**src/rtl/instr_fetch_if.sv**
```systemverilog
// instr_fetch_if: ROM and decoder signals between the fetch sequencer and its surroundings
interface instr_fetch_if #(
  parameter int PC_W  = 10,
  parameter int CNT_W = 16
);
  logic             Start;
  logic [8:0]       rom_data;
  logic             branch_ne;
  logic             halt;
  logic [PC_W-1:0]  lut_target;
  logic [PC_W-1:0]  rom_addr;
  logic [8:0]       instruction;
  logic             read_jump;
  logic             done;
  logic [CNT_W-1:0] cycle_count;
  logic [CNT_W-1:0] instr_count;
  modport master (
    input  Start, rom_data, branch_ne, halt, lut_target,
    output rom_addr, instruction, read_jump, done, cycle_count, instr_count
  );
  modport slave (
    output Start, rom_data, branch_ne, halt, lut_target,
    input  rom_addr, instruction, read_jump, done, cycle_count, instr_count
  );
endinterface

```
**src/rtl/instr_fetch.sv**
```systemverilog
// instr_fetch: program counter and fetch sequencer with BNE target-word handling and run statistics
module instr_fetch #(
  parameter int PC_W       = 10,
  parameter int START_ADDR = 0,
  parameter int CNT_W      = 16
) (
  input logic Clk,
  input logic Reset,
  instr_fetch_if.master bus
);
  typedef enum logic [1:0] {IDLE, RUN, JUMP, HALTED} state_t;
  localparam logic [PC_W-1:0] START = PC_W'(START_ADDR);
  state_t           state, state_n;
  logic [PC_W-1:0]  pc, pc_n;
  logic [CNT_W-1:0] cyc, cyc_n, cyc_inc, ins, ins_n, ins_inc;
  logic             bne, taken, jump_q, done_q;
  assign bne     = bus.rom_data[8:6] == 3'b111;
  assign taken   = bne && bus.branch_ne;
  assign cyc_inc = &cyc ? cyc : cyc + 1'b1;
  assign ins_inc = &ins ? ins : ins + 1'b1;
  always_comb begin
    state_n = state;
    pc_n    = pc;
    cyc_n   = cyc;
    ins_n   = ins;
    case (state)
      IDLE, HALTED: begin
        if (bus.Start) begin
          state_n = RUN;
          pc_n    = START;
          cyc_n   = '0;
          ins_n   = '0;
        end
      end
      RUN: begin
        cyc_n = cyc_inc;
        if (bus.halt) state_n = HALTED;
        else begin
          ins_n   = ins_inc;
          state_n = taken ? JUMP : RUN;
          // a not-taken BNE skips its target word
          pc_n    = pc + ((bne && !taken) ? PC_W'(2) : PC_W'(1));
        end
      end
      default: begin
        cyc_n   = cyc_inc;
        ins_n   = ins_inc;
        pc_n    = bus.lut_target;
        state_n = RUN;
      end
    endcase
  end
  // read_jump and done come straight from flops so the decoder sees no glitches
  always_ff @(posedge Clk or negedge Reset) begin
    if (!Reset) begin
      state  <= IDLE;
      pc     <= START;
      cyc    <= '0;
      ins    <= '0;
      jump_q <= 1'b0;
      done_q <= 1'b0;
    end else begin
      state  <= state_n;
      pc     <= pc_n;
      cyc    <= cyc_n;
      ins    <= ins_n;
      jump_q <= state_n == JUMP;
      done_q <= state_n == HALTED;
    end
  end
  assign bus.rom_addr    = pc;
  assign bus.instruction = bus.rom_data;
  assign bus.read_jump   = jump_q;
  assign bus.done        = done_q;
  assign bus.cycle_count = cyc;
  assign bus.instr_count = ins;
endmodule

```
**src/flat_wrapper.sv**
```systemverilog
// flat-port wrapper written by rule: the top's interface ports become plain ports
module instr_fetch_flat 
#(
  parameter int PC_W       = 10,
  parameter int START_ADDR = 0,
  parameter int CNT_W      = 16
)
  (Clk, Reset, bus_Start, bus_rom_data, bus_branch_ne, bus_halt, bus_lut_target, bus_rom_addr, bus_instruction, bus_read_jump, bus_done, bus_cycle_count, bus_instr_count);
  instr_fetch_if #(.PC_W(PC_W), .CNT_W(CNT_W)) bus_i ();
  input logic Clk;
  input logic Reset;
  input wire logic [$bits(bus_i.Start)-1:0] bus_Start;
  input wire logic [$bits(bus_i.rom_data)-1:0] bus_rom_data;
  input wire logic [$bits(bus_i.branch_ne)-1:0] bus_branch_ne;
  input wire logic [$bits(bus_i.halt)-1:0] bus_halt;
  input wire logic [$bits(bus_i.lut_target)-1:0] bus_lut_target;
  output wire logic [$bits(bus_i.rom_addr)-1:0] bus_rom_addr;
  output wire logic [$bits(bus_i.instruction)-1:0] bus_instruction;
  output wire logic [$bits(bus_i.read_jump)-1:0] bus_read_jump;
  output wire logic [$bits(bus_i.done)-1:0] bus_done;
  output wire logic [$bits(bus_i.cycle_count)-1:0] bus_cycle_count;
  output wire logic [$bits(bus_i.instr_count)-1:0] bus_instr_count;
  assign bus_i.Start = bus_Start;
  assign bus_i.rom_data = bus_rom_data;
  assign bus_i.branch_ne = bus_branch_ne;
  assign bus_i.halt = bus_halt;
  assign bus_i.lut_target = bus_lut_target;
  assign bus_rom_addr = bus_i.rom_addr;
  assign bus_instruction = bus_i.instruction;
  assign bus_read_jump = bus_i.read_jump;
  assign bus_done = bus_i.done;
  assign bus_cycle_count = bus_i.cycle_count;
  assign bus_instr_count = bus_i.instr_count;
  instr_fetch #(.PC_W(PC_W), .START_ADDR(START_ADDR), .CNT_W(CNT_W)) u_core (.Clk(Clk), .Reset(Reset), .bus(bus_i));
endmodule
```
**config.mk**
```make
export PLATFORM = sky130hd
export DESIGN_NAME = instr_fetch_flat
export DESIGN_NICKNAME = d
export VERILOG_FILES = /design/src/rtl/instr_fetch_if.sv /design/src/rtl/instr_fetch.sv /design/src/flat_wrapper.sv
export SDC_FILE = /design/constraint.sdc
export NUM_CORES = 1
export LEC_CHECK = 0
export CAP_MARGIN = 20
export CORE_UTILIZATION = 55
export CTS_CLUSTER_DIAMETER = 120
export CTS_CLUSTER_SIZE = 28
export DETAILED_ROUTE_END_ITERATION = 10
export DONT_BUFFER_PORTS = 1
export GPL_ROUTABILITY_DRIVEN = 0
export PLACE_DENSITY = 0.7
export SYNTH_ARGS = -nofsm -noshare
export SYNTH_HDL_FRONTEND = slang
export SYNTH_SLANG_ARGS = --single-unit
```
**constraint.sdc**
```tcl
create_clock -name Clk -period 3 [get_ports Clk]
set_input_delay 0.6 -clock Clk [delete_from_list [all_inputs] [get_ports Clk]]
set_output_delay 0.6 -clock Clk [all_outputs]
set_load 0.01 [all_outputs]
```
# Word-level counts from Yosys, hierarchy flattened
# Cells that the tools add are included.
[word_totals]
n_memories = 0
rom_bits = 0
output_inout_bits = 53
inputBits = 24
latch_bits = 0
reg_bits = 46
ram_bits = 0
[op_classes]
add_sub_neg = 3
n_reduce_logical = 9
magnitude_cmp = 0
multipliers = 0
n_eq_ne = 8
mux = 14
n_bitwise = 0
n_shift = 0
div = 0
[ops]
columns = ["cell", "count"]
rows = [
  ["16-bit two-way mux", 5],
  ["16-bit by 1-bit adder with 16-bit output, second input constant", 2],
  ["16-bit case mux with 2 select lines", 1],
  ["16-bit AND reduction", 2],
  ["10-bit two-way mux", 2],
  ["10-bit case mux with 2 select lines", 1],
  ["10-bit adder", 1],
  ["2-bit two-way mux", 4],
  ["2-bit equality test, second input constant", 3],
  ["2-bit inequality test, second input constant", 3],
  ["2-bit case mux with 2 select lines", 1],
  ["2-bit AND reduction", 2],
  ["3-bit equality test, second input constant", 1],
  ["2-bit by 1-bit equality test with 1-bit output, second input constant", 1],
  ["1-bit logical AND", 2],
  ["2-bit zero test", 1],
  ["2-bit OR reduction", 1],
  ["1-bit zero test", 1],
]

# Longest topological paths before layout
[logic_depth]
word_depth = 8
ltp_mapped = 10

# Least setup slack after synthesis
# OpenSTA, ideal clock, no wires.
[synth_timing]
path_kind = "reg2reg"
start = "reg u_core.state[0]"
end = "reg u_core.cyc[8] (netlist: u_core.bus.cycle_count[8])"
stages_incl_launch_ff = 9
t_arrival_ns = 1.948
period_less_slack_ns = 2.025
setup_slack_ns = 0.975
path_buffers = 2
required_ns = 2.923
cell_sequence = "dfrtp_1 inv_1 ha_1 buf_6 nor2b_4 buf_6 or3_4 or4_1 a21oi_1"
[synth_via]
elab_chain_cells = 4
word_cells_on_any_way = 7
classes_between = "eq/ne (3); mux (1); reduce/logical (3)"
[synth_rtl]
columns = ["item", "line", "rtl"]
rows = [
  ["start, declared", "instr_fetch.sv:13", "state_t state, state_n;"],
  ["start signal, assigned", "instr_fetch.sv:63", "state <= state_n;"],
  ["2-bit equality test or 2-bit zero test (tied branches)", "instr_fetch.sv:26", "case (state)"],
  ["2-bit OR reduction *", "instr_fetch.sv:26", ""],
  ["2-bit inequality test (no line)", "n/a", ""],
  ["2-bit AND reduction (no line)", "n/a", ""],
  ["end signal, assigned", "instr_fetch.sv:65", "cyc <= cyc_n;"],
  ["end, declared", "instr_fetch.sv:15", "logic [CNT_W-1:0] cyc, cyc_n, cyc_inc, ins, ins_n, ins_inc;"],
]
# Every way passes the cells marked *; elsewhere a longest branch is shown, timed or not.
# A chain may end at the register's enable or synchronous reset.

# Worst setup path after layout
[layout_timing]
start = "reg u_core.ins[0] (netlist: u_core.bus.instr_count[0])"
end = "reg u_core.ins[0] (netlist: u_core.bus.instr_count[0])"
[layout_via]
elab_chain_cells = 4
word_cells_on_any_way = 5
classes_between = "add/sub (1); mux (3); reduce/logical (1)"
[layout_rtl]
columns = ["item", "line", "rtl"]
rows = [
  ["start, declared", "instr_fetch.sv:15", ""],
  ["start signal, assigned", "instr_fetch.sv:66", "ins <= ins_n;"],
  ["16-bit by 1-bit adder with 16-bit output or 16-bit AND reduction (tied branches)", "instr_fetch.sv:20", "assign ins_inc = &ins ? ins : ins + 1'b1;"],
  ["16-bit two-way mux *", "instr_fetch.sv:20", ""],
  ["16-bit two-way mux", "instr_fetch.sv:37", "if (bus.halt) state_n = HALTED;"],
  ["16-bit case mux with 2 select lines *", "instr_fetch.sv:26", ""],
]
# Every way passes the cells marked *; elsewhere a longest branch is shown, timed or not. The select of a mux whose other input is x is not followed.

==> impl_results.md <==
- Critical Path Start Type: flip-flop
- FF-to-FF End: u_core.bus.instr_count[0]$_DFFE_PN0P_
- Min-delay worst type: primary input to async pin
- Leading area contributor after synthesis: dfrtp_1
- Post-synthesis register bit count: 46
- PostCTS Resize Cnt: 0
- Worst-path maximum fanout: 9
- FFs w/ async S/R, synth: 100.0%
- Relative slew slack: 62.96%
- Post-DP HPWL: 4551 µm
- Nets@finish: 335
- Clock transition at path regs: 90 ps
- Hold Vio Cnt, Final: 0
- Syn avg cell area: 9.099 µm²
- Die Wd: 74.76 µm
- Top area cells in the synthesized netlist: dfrtp_1 (40%), nand2_1 (3.6%), o21ai_0 (3.4%)
- Top FF cell, synth: dfrtp_1
- Total CTS buffers: 5
- Ant diodes: 0
- Worst VDD drop: 0.3309 mV
- Clk root buf: clkbuf_8
- Core box area: 5107 µm²
- Switching power total: 1.153 mW
- Layout cells sized above 1: 7.566%
- Slew @ Worst Pin: 552.7 ps
- Seq/Total Area, Yosys: 39.54%
- CTS tree: yes
- H-tree depth: 2
- Vias in the first global route: 2243
- Worst-case reg-to-reg path depth: 5
- RSZ-0062 raised after global routing: false
- F_max: 438.3 MHz
- CTS Hold Buffers Added: 1
- Part of the power in registers: 41.2%
- Critical path endpoint category: flip-flop
- Post-Route Utilization: 58.72%
- Setup TNS: 0 ps
- Port bufs: 0
- Worst-skew pair later-pin latency: 300 ps
- Leading cell type in the layout, fill and taps excluded: dfrtp_1
- Final period util: 76.04%
- DIE AREA: 5588 µm²
- Io pins: 77
- Fin cells: 374
- Met3 usage: 6.961%
- CTS sink cnt: 46
- GRT Overall Usage: 24.49%
- Synth Cell Area: 2912 µm²
- Synth Warn #: 0
- Clk_skew: 5.555 ps
- Leading cell types in the layout, fill and taps excluded: dfrtp_1 (46), nand2_1 (28), o21ai_0 (20), nor2_1 (18), nand3_1 (17)
- Iter 0 DRT Violations: 184
- Final worst slack: 718.7 ps
- Longest Clk Path Bufs: 2
- Critical path class: flip-flop to flip-flop
- Syn_nets: 351
- Final ANT Viol Nets: 0
- Routed len/inst: 17.48 µm
- R2r startpoint: u_core.bus.instr_count[0]$_DFFE_PN0P_
- Comb power frac: 40.7%
- Mapped Cells: 320
- PD cells: 873.0 nW/µm²
- Met2 Track Usage GR: 39.74%
- Gr busiest metal: met2
- Post-synth EDFFs: 0
- Worst EP arrival: 2470 ps
- # DRC: 0
- Part of the power in the clock network: 18.1%
- Drt pass-1 iters: 4
- Grt ovf: 0
- Register-to-Register Setup Slack: 720 ps
- Sw frac: 44.03%
- Period minus WS final: 2281 ps
- Row cnt: 26
- Dpl cells: 366
- Initial antenna violation count: 0
- Largest net degree at the start of global routing: 47
- Max cap viols: 0
- First-pass GRT wire length: 10510 µm
- WHS: 132.5 ps
- Area share of the largest cell type after synthesis: 39.54%
- Required @ worst endpoint: 3190 ps
- Total wire length: 6536 µm
- Number of endpoints failing setup at the final stage: 0
- DR vias: 2405
- Post-synth cell types: 62
- Setup Buffers After CTS: 0
- Slew Viols, Final: 0
- Placement Setup Slack: 762.2 ps
- Grt met1 use: 31.55%
- Via density per instance: 6.430
- Layout area overhead: 3.008%
- Internal Pwr Total: 1.466 mW
- Status: completed
- Initial Util: 57.01%
- Die Y: 74.76 µm
- LEAKAGE: 1.242 nW
[per-layer routing]
layer,part of all wire [%],up-vias
met4,1.3,0
li1,-,1157
met1,46,1152
met5,0,-
met3,6.4,13
met2,46,83
[worst max path at each step]
stage	start	to	slack (ps)
6_report	u_core.bus.instr_count[0]$_DFFE_PN0P_	u_core.bus.instr_count[0]$_DFFE_PN0P_	720
5_1_grt	u_core.bus.instr_count[0]$_DFFE_PN0P_	u_core.bus.instr_count[0]$_DFFE_PN0P_	530
4_1_cts	u_core.bus.instr_count[0]$_DFFE_PN0P_	u_core.bus.instr_count[0]$_DFFE_PN0P_	750
3_5_place_dp	u_core.bus.instr_count[0]$_DFFE_PN0P_	u_core.bus.instr_count[0]$_DFFE_PN0P_	760
3_3_place_gp	u_core.state[0]$_DFF_PN0_	u_core.bus.instr_count[1]$_DFFE_PN0P_	810
2_1_floorplan	u_core.state[0]$_DFF_PN0_	u_core.bus.cycle_count[8]$_DFFE_PN0P_	970
[worst max-delay path, stage by stage (launching register included)]
cell and delay, ps:
dfrtp_1 480, ha_1 260, nand3_1 200, nor4_4 470
a21o_1 380, mux2_2 380
[cell usage after synthesis (2+ instances only)]
library cell / instances
a2111o_1: 2
buf_4: 10
o31ai_1: 3
dfrtp_1: 46
nor2_1: 18
o22ai_1: 4
and4_1: 2
a221oi_1: 4
inv_1: 10
clkbuf_1: 7
o41ai_1: 2
a31oi_1: 3
ha_1: 6
o311ai_0: 3
o21ai_0: 20
buf_6: 2
o2bb2ai_1: 6
a41oi_1: 2
mux2_2: 4
nor3_1: 11
a21oi_1: 15
and2_1: 5
a21o_1: 4
mux2i_1: 9
and3_1: 4
or3_1: 2
buf_2: 6
or4_1: 2
nand4_1: 11
nand2_1: 28
a311oi_1: 2
nor2b_1: 6
nand2b_1: 7
a22o_1: 3
nor4_1: 5
o31a_1: 4
nand3_1: 17
[logic make-up (layout without fill, tap and decap cells)]
logic type	count (synthesis)	in the layout	synth area share (%)
flip-flops	46	46	39.54
multiplexers	13	13	4.641
adder cells (fa/ha/maj)	7	7	3.266
AND/OR/NAND/NOR	131	131	24.97
AO/OA/AOI/OAI	86	86	20.71
buffers and inverters	37	21	6.876
[power groups by stage]
stage,combinational (mW),sequential (mW),clock [mW]
global route,1.20,1.11,0.507
detailed placement,1.04,1.09,0
global placement,1.02,1.08,0
floorplan,0.914,1.01,0
finish,1.07,1.08,0.473
CTS,1.07,1.08,0.484
[sequential cells by signal, summed over array words and instances, names as in the netlist]
name and cells:
u_core.bus.done 1, u_core.state 2, u_core.bus.read_jump 1, u_core.bus.rom_addr 10, u_core.bus.cycle_count 16, u_core.bus.instr_count 16
[final cells by class]
type | count | area (µm²)
clock buffers | 6 | 82.58
repair buffers | 4 | 50.05
multi-input cells | 237 | 1560
flip-flops and latches | 46 | 1151
fillers | 471 | 2108
inverters | 10 | 37.54
clock inverters | 1 | 30.03
well taps | 70 | 87.58
[stage by stage]
stage / cell area [µm²] / power (mW)
after global routing: 2999 / 2.825
after CTS: 2999 / 2.628
after detailed placement: 2859 / 2.130
after floorplan: 2912 / 1.922
after global placement: 2859 / 2.101
final: 2999 / 2.618
No activity file was read; power rests on OpenSTA's default activity.
